--- src/rtl/usb_tx_engine_p.sv ---
// usb_tx_engine_p: USB packet transmitter (SYNC, PID, payload, CRC16, EOP).
// Optional low-speed mode is compiled in with `define USB_TX_LOWSPEED_EN.
module usb_tx_engine_p #(
  parameter int DATA_W       = 16,
  parameter int CLKS_PER_BIT = 8,
  parameter int MAX_BYTES    = 64
) (
  input  logic              clk,
  input  logic              n_rst,
  input  logic [DATA_W-1:0] tx_data,
  input  logic              transmit_empty,
  input  logic              transmit_start,
  input  logic [3:0]        pid,
`ifdef USB_TX_LOWSPEED_EN
  input  logic              low_speed,
`endif
  output logic              read_enable,
  output logic              d_plus_out,
  output logic              d_minus_out,
  output logic              busy,
  output logic              tx_error
);
  localparam int NB = DATA_W / 8;
  localparam int IW = (NB > 1) ? $clog2(NB) : 1;
  localparam int BW = $clog2(MAX_BYTES + 1);
  localparam int TW = $clog2(CLKS_PER_BIT * 8);

  typedef enum logic [2:0] {
    S_IDLE, S_SYNC, S_PID, S_DATA, S_CRC, S_EOP
  } st_t;

  st_t               st, st_nx;
  logic [TW-1:0]     timer, bt_last;
  logic [3:0]        bcnt, pid_r;
  logic [IW-1:0]     bidx;
  logic [BW-1:0]     bsent;
  logic [2:0]        ones;
  logic [15:0]       crc, crc_nx;
  logic [DATA_W-1:0] sh;
  logic              lvl, se0, lvl_nx, se0_nx, inv_nx;
  logic              strobe, stuff, adv, raw_nx, pop, lim;
  logic              byte_end, last_byte, cap, is_data, fb;

`ifdef USB_TX_LOWSPEED_EN
  logic ls;

  // speed mode is latched per packet; idle polarity follows it
  always_ff @(posedge clk or negedge n_rst) begin
    if (!n_rst) ls <= 1'b0;
    else if (st == S_IDLE && transmit_start) ls <= low_speed;
  end

  assign bt_last = ls ? TW'(CLKS_PER_BIT * 8 - 1)
                      : TW'(CLKS_PER_BIT - 1);
  assign inv_nx  = (st == S_IDLE && transmit_start) ? low_speed : ls;
`else
  assign bt_last = TW'(CLKS_PER_BIT - 1);
  assign inv_nx  = 1'b0;
`endif

  assign strobe      = busy && (timer == bt_last);
  assign stuff       = (ones == 3'd6);
  assign adv         = strobe && !stuff;
  assign byte_end    = (bcnt == 4'd7);
  assign last_byte   = (bidx == IW'(NB - 1));
  assign cap         = (bsent >= BW'(MAX_BYTES - 1));
  assign is_data     = (pid_r[1:0] == 2'b11);
  assign read_enable = pop;
  assign fb          = crc[15] ^ raw_nx;
  assign crc_nx      = {crc[14:0], 1'b0} ^ (fb ? 16'h8005 : 16'h0000);

  // next raw bit, next field and FIFO pop decision at each bit strobe
  always_comb begin
    st_nx  = st;
    raw_nx = 1'b0;
    pop    = 1'b0;
    lim    = 1'b0;
    if (adv) begin
      unique case (st)
        S_SYNC: begin
          if (!byte_end) raw_nx = sh[1];
          else begin
            st_nx  = S_PID;
            raw_nx = pid_r[0];
          end
        end
        S_PID: begin
          if (!byte_end) raw_nx = sh[1];
          else if (!is_data) st_nx = S_EOP;
          else if (!transmit_empty) begin
            st_nx  = S_DATA;
            pop    = 1'b1;
            raw_nx = tx_data[0];
          end else begin
            st_nx  = S_CRC;
            raw_nx = ~crc[15];
          end
        end
        S_DATA: begin
          if (!byte_end) raw_nx = sh[1];
          else if (cap) begin
            st_nx  = S_CRC;
            raw_nx = ~crc[15];
            lim    = !last_byte || !transmit_empty;
          end else if (!last_byte) raw_nx = sh[1];
          else if (!transmit_empty) begin
            pop    = 1'b1;
            raw_nx = tx_data[0];
          end else begin
            st_nx  = S_CRC;
            raw_nx = ~crc[15];
          end
        end
        S_CRC: begin
          if (bcnt == 4'd15) st_nx = S_EOP;
          else raw_nx = ~crc[14];
        end
        S_EOP: begin
          if (bcnt == 4'd2) st_nx = S_IDLE;
        end
        default: ;
      endcase
    end
  end

  // NRZI line level (1 = J) and SE0 for the next bit time
  always_comb begin
    lvl_nx = lvl;
    se0_nx = se0;
    if (st == S_IDLE) begin
      if (transmit_start) begin
        lvl_nx = 1'b0;
        se0_nx = 1'b0;
      end
    end else if (strobe && stuff) begin
      lvl_nx = ~lvl;
    end else if (adv) begin
      if (st_nx == S_EOP) begin
        se0_nx = (st != S_EOP) || (bcnt == 4'd0);
        lvl_nx = 1'b1;
      end else if (st_nx == S_IDLE) begin
        se0_nx = 1'b0;
        lvl_nx = 1'b1;
      end else begin
        lvl_nx = raw_nx ? lvl : ~lvl;
      end
    end
  end

  // packet FSM, bit timer, shifter, CRC, stuffing counter and pads
  always_ff @(posedge clk or negedge n_rst) begin
    if (!n_rst) begin
      st          <= S_IDLE;
      busy        <= 1'b0;
      tx_error    <= 1'b0;
      timer       <= '0;
      bcnt        <= '0;
      pid_r       <= '0;
      bidx        <= '0;
      bsent       <= '0;
      ones        <= '0;
      crc         <= 16'hFFFF;
      sh          <= '0;
      lvl         <= 1'b1;
      se0         <= 1'b0;
      d_plus_out  <= 1'b1;
      d_minus_out <= 1'b0;
    end else begin
      lvl         <= lvl_nx;
      se0         <= se0_nx;
      d_plus_out  <= ~se0_nx & (lvl_nx ^ inv_nx);
      d_minus_out <= ~se0_nx & ~(lvl_nx ^ inv_nx);
      if (st == S_IDLE) begin
        timer <= '0;
        if (transmit_start) begin
          st       <= S_SYNC;
          busy     <= 1'b1;
          tx_error <= 1'b0;
          pid_r    <= pid;
          sh       <= DATA_W'(8'h80);
          bcnt     <= '0;
          bidx     <= '0;
          bsent    <= '0;
          ones     <= '0;
          crc      <= 16'hFFFF;
        end
      end else begin
        if (transmit_start || lim) tx_error <= 1'b1;
        timer <= strobe ? '0 : timer + 1'b1;
        if (strobe && stuff) begin
          ones <= '0;
        end else if (adv) begin
          st   <= st_nx;
          busy <= (st_nx != S_IDLE);
          if (st_nx == S_EOP || st_nx == S_IDLE) ones <= '0;
          else ones <= raw_nx ? ones + 3'd1 : 3'd0;
          if (st_nx != st || (st == S_DATA && byte_end)) bcnt <= '0;
          else bcnt <= bcnt + 4'd1;
          if (pop) sh <= tx_data;
          else if (st == S_SYNC && byte_end) sh <= DATA_W'({~pid_r, pid_r});
          else sh <= sh >> 1;
          if (st_nx == S_DATA) crc <= crc_nx;
          else if (st == S_CRC) crc <= crc << 1;
          if (st == S_DATA && byte_end) begin
            bsent <= bsent + 1'b1;
            bidx  <= pop ? '0 : bidx + 1'b1;
          end else if (pop) begin
            bidx <= '0;
          end
        end
      end
    end
  end
endmodule

--- config.mk ---
export PLATFORM = sky130hd
export DESIGN_NAME = usb_tx_engine_p
export DESIGN_NICKNAME = d
export VERILOG_FILES = /design/src/rtl/usb_tx_engine_p.sv
export SDC_FILE = /design/constraint.sdc
export NUM_CORES = 1
export LEC_CHECK = 0
export BUFFER_PORTS_ARGS = -buffer_cell sky130_fd_sc_hd__clkbuf_2
export CAP_MARGIN = 20
export CORE_MARGIN = 2
export CORE_UTILIZATION = 60
export CTS_CLUSTER_DIAMETER = 40
export DETAILED_ROUTE_END_ITERATION = 10
export GPL_TIMING_DRIVEN = 0
export PLACE_DENSITY = 0.84
export SYNTH_ARGS = -nofsm -noshare
export SYNTH_HDL_FRONTEND = slang
export SYNTH_SLANG_ARGS = --single-unit
--- constraint.sdc ---
create_clock -name clk -period 3.3 [get_ports clk]
set_input_delay 0.66 -clock clk [delete_from_list [all_inputs] [get_ports clk]]
set_output_delay 0.66 -clock clk [all_outputs]
set_load 0.01 [all_outputs]
* After elaboration in Yosys (flattened, before gate mapping)
Index checks and enable logic that the tools add are counted.
Storage, ports and cells: bits of input ports 24, output and inout port bits 5, bits in registers 66
Cells by class: bitwise gates (word level) 10, reductions and logical operators 30, add/subtract/negate cells 5, equal/unequal tests 17, mux-type cells 95, $lt $le $gt $ge 1
Operators by type and width (count):
- 16-bit 2-to-1 mux | 12
- 3-bit 2-to-1 mux | 21
- 1-bit 2-to-1 mux | 46
- 7-bit 2-to-1 mux | 5
- 4-bit 2-to-1 mux | 5
- 16-bit XOR | 1
- 15-bit 2-to-1 mux | 1
- 3-bit one-hot mux with 5 select lines | 1
- 3-bit == test, second input constant | 4
- 6-bit 2-to-1 mux | 2
- 4-bit AND reduction | 3
- 3-bit nonzero test | 4
- 3-bit by 2-bit == test with 1-bit output, second input constant | 3
- 7-bit by 1-bit adder with 7-bit output, second input constant | 1
- 7-bit by 6-bit >= comparator with 1-bit output, second input constant | 1
- 6-bit by 1-bit adder with 6-bit output, second input constant | 1
- 6-bit by 3-bit == test with 1-bit output, second input constant | 1
- 3-bit logical NOT | 2
- 2-bit AND reduction | 3
- 2-bit nonzero test | 3
- 1-bit logical AND | 5
- 1-bit logical OR | 5
- 1-bit inverter | 5
- 4-bit by 1-bit adder with 4-bit output, second input constant | 1
- 18 further kinds | 22

* Longest topological paths before layout
depth in word-level cells 15, gate-level depth with buffers 11

* Least setup slack after synthesis
Ideal clock, no wire load.
path kind register to register, start register bsent[0], end register bcnt[2], path buffers 1, period minus slack after synthesis 2.570 ns, cell stages (with the launch flop) 10, data required time 3.236 ns, arrival 2.507 ns, slack 0.730 ns, cell sequence dfrtp_1 ha_1 a21o_1 a221o_1 a2111oi_4 a21oi_1 or4_1 buf_2 nor3b_2 a21o_1
Between the ends: word-level cells in the longest chain between the ends 11
Ends and longest elaborated chain:
- start: declaration | line 36 | logic [BW-1:0] bsent;
- start signal: assignment | line 205 | bsent <= bsent + 1'b1;
- 7-bit by 6-bit >= comparator with 1-bit output | line 66 | assign cap = (bsent >= BW'(MAX_BYTES - 1));
- 3-bit 2-to-1 mux | line 101 | else if (cap) begin
- 3-bit 2-to-1 mux | line 100 | if (!byte_end) raw_nx = sh[1];
- 3-bit one-hot mux with 5 select lines | line 79 | unique case (st)
- 3-bit 2-to-1 mux | line 78 | if (adv) begin
- 3-bit inequality test | line 197 | if (st_nx != st || (st == S_DATA && byte_end)) bcnt <= '0;
- 1-bit logical OR | line 197
- 4-bit 2-to-1 mux | line 197
- 4-bit 2-to-1 mux | line 192 | end else if (adv) begin
- 4-bit 2-to-1 mux | line 190 | if (strobe && stuff) begin
- 4-bit 2-to-1 mux | line 173 | if (st == S_IDLE) begin
- end signal: assignment | line 198 | else bcnt <= bcnt + 4'd1;
- end: declaration | line 34 | logic [3:0] bcnt, pid_r;
Every way passes these cells. The select of a mux whose other input is x is not followed. A chain may end at the register's enable or synchronous reset.

* Final worst setup path
start register bsent[0], end output read_enable
Between the ends: word-level cells in the longest chain between the ends 5
Ends and longest elaborated chain:
- 7-bit by 6-bit >= comparator with 1-bit output | line 66
- 1-bit 2-to-1 mux | line 101
- 1-bit 2-to-1 mux | line 100
- 1-bit one-hot mux with 2 select lines | line 79
- 1-bit 2-to-1 mux | line 78
- end: declaration | line 17 | output logic read_enable,
Every way passes these cells.

==> run metrics <==
CP max stage cell dfrtp_1; layout cells sized above 1 19.3%; simple logic cell fraction of the synthesized area 25.5%; Max Clock Freq 329 MHz; WL/cell around 16 um; Tightest Pin Transition between 0.8 and 0.9 ns; Crit Path Class flop to output port; Util after Layout a little under 70%; PortBufs 28; final net count roughly 480; Post-Syn Area 3640 um^2; Worst Reg-to-Reg Cells 11; setup_tns 0 ns; mux share of post-synthesis cell area 1.10%; r2r setup slk around 0.43 ns; initial antenna violation count 0; Rows 28; worst min path class input port to async pin; dpl cell area approximately 3900 um^2; vias in the first global route about 2900; largest net degree at the start of global routing 66; Die Y a little over 80 um; vias roughly 3200; most common cell after layout, fill and taps aside nor2_1; Slew HR a little over two fifths; GRT Overall Usage a little over a quarter; H-tree depth 3; fin crit period just over 3 ns; Cells after DPL ~520; Post-Synth XOR/XNOR Area slightly below 3%; die area between 6000 and 7000 um^2; post-route DRC violation count 0; Final ANT Viol Nets 0; maximum root-to-sink buffer count 2; cell taking the most area after synthesis dfrtp_1; prevailing post-synth register cell dfrtp_1; final setup fails 0; vias per inst 6.05; Avg Inst Size Synth between 8 and 9 um^2; Initial DRC Count 389; CTS tree built; dpl hpwl 6020 um; Slew Limit Fails 0; CTS Hold Buffers Added 0; Compound-Gate Fraction of Synth Area 18.6%; Crit path arrival time 2.38 ns; Critical Path RT roughly 2.6 ns; peak supply drop approximately 350 uV; Final Hold Fails 0; antenna cells 0; clk slew on worst S/H paths approximately 0.09 ns; Syn Inst Count 412; Layout Cells excl Fill between 500 and 600; RSZ-0062 raised after global routing false; Cell variety after synth 63; async set-reset flop share out of synthesis 100%; Worst path max stage delay about 0.43 ns; CP cell instances ha_1 > a21o_1 > a21oi_1 > a31oi_1 > nor4_1 > clkbuf_2; hold slack approximately 0.44 ns; Final Cycle Share about 92%; Root Buffer clkbuf_8; RD Place Congestion between 0.9 and 1; first-pass GRT wire length about 14000 um; Max FO, Critical Path 6; grt ovf 0; Synth Net Count roughly 440; total clock buffers created by CTS 9; Yosys warnings 0; main combinational cell family by area after synthesis simple AND/OR/NAND/NOR gates; post-synthesis register bit count 65; R2R Path Start st[0]; pwr/cell area ~350 nW/um^2; status complete, no violations; initial core utilization approximately three fifths; Leakage 0.00178 uW; EDFF count, synth 0; design area around 4000 um^2; CORE AREA a little under 6000 um^2; die width 81.9 um; area share of the largest cell type after synthesis roughly a third; post-cts sizing count 0; CP Capture Type output port; CP Launch Type flop; clk_skew ~0.015 ns; # IOs 29; clock sinks 65; Routed WL approximately 8500 um; most frequent cells in the layout nor2_1, dfrtp_1, nand2_1; r2r endpoint bsent[4]; Area Overhead vs Synth 11.2%; sequential area share after synthesis a little under half; max cap viols 0; top cells by area, synth dfrtp_1, dfstp_2, nor2_1, o21ai_0, nand2_1; worst skew pair latency ~0.36 ns; setup bufs post-CTS 0; Pre-antenna DRT Iters 7; Synth Area in Adders 2.41%
[routing by layer]
layer	share of wire, %	up-vias	GRT usage [%]	wire, um
li1	-	1539	-	-
met1	45	1563	34.4	3840
met2	48	92	44.1	4120
met3	4.6	17	6.15	389
met4	1.8	0	8.83	149
met5	0	-	0	0
[where the power goes]
part	switching, uW	leakage (uW)	internal, uW
sequential	0.0000000000000175	0.000739	797
clock	333	0.0000850	270
combinational	21.6	0.000958	11.3
[worst max-delay path, delay by kind of cell (launching register included)]
kind | cells | cell delay, ns
and+or+nand+nor | 1 | 0.42
buffers and inverters | 1 | 0.21
AOI/OAI and AO/OA | 3 | 0.70
DFF | 1 | 0.43
adders and majority gates | 1 | 0.28
[worst max-delay path by stage]
stage | from | end | slack [ns] | depth (start not counted)
after floorplan | bsent[0] | bcnt[2] | 0.73 | 9
after global placement | st[0] | bsent[6] | 0.55 | 11
after detailed placement | st[0] | bsent[4] | 0.47 | 11
after CTS | bsent[0] | read_enable | 0.32 | 6
after global routing | bsent[0] | read_enable | 0.12 | 6
final | bsent[0] | read_enable | 0.26 | 6
[state kept, by name (all words and copies together) (netlist names)]
signal	flops
bcnt	4
bidx	1
bsent	7
busy	1
crc	16
d_minus_out	1
d_plus_out	1
lvl	1
ones	3
pid_r	4
se0	1
sh	15
st	3
timer	6
tx_error	1
[Yosys cell counts (2+ instances only)]
library cell	count
o211ai_1	4
xnor2_1	5
and3_1	11
buf_2	8
a211o_1	2
nor2_1	58
nor3_1	7
and2_1	4
o21ai_0	35
a211oi_1	4
nor2b_1	3
a21o_1	5
clkbuf_1	14
a31oi_1	5
a21oi_1	31
mux2i_1	4
nand2_1	44
nand2b_1	2
a311o_1	2
dfstp_2	18
nand4_1	5
nand3_1	20
o21ai_1	3
ha_1	7
dfrtp_1	47
nor4_1	4
buf_4	2
xor2_1	7
a22o_1	2
or3_1	2
inv_1	12
nor4_2	2
or4_1	2
nand3b_1	2
[final cells by class]
type / count / area [um^2]
clock inverter: 7 / 47.5
sequential: 65 / 1650
buffer: 24 / 108
clock buffer: 9 / 124
fill: 480 / 1840
timing repair buffer: 28 / 143
inverter: 12 / 45.0
multi-input combinational: 311 / 1840
tap: 75 / 93.8
[kinds of logic after synthesis]
kind of cell,count (synthesis)
and+or+nand+nor,181
buffers and inverters,36
xor gates and xnor gates,12
DFF,65
muxes,4
adders and majority gates,7
AOI/OAI and AO/OA,107
[stage by stage]
stage	power, uW	worst slack (ns)
4_1_cts	1440	0.318
5_1_grt	1470	0.119
6_report	1430	0.260
3_5_place_dp	845	0.474
3_3_place_gp	845	0.548
2_1_floorplan	815	0.730
No activity file was read; power rests on OpenSTA's default activity.
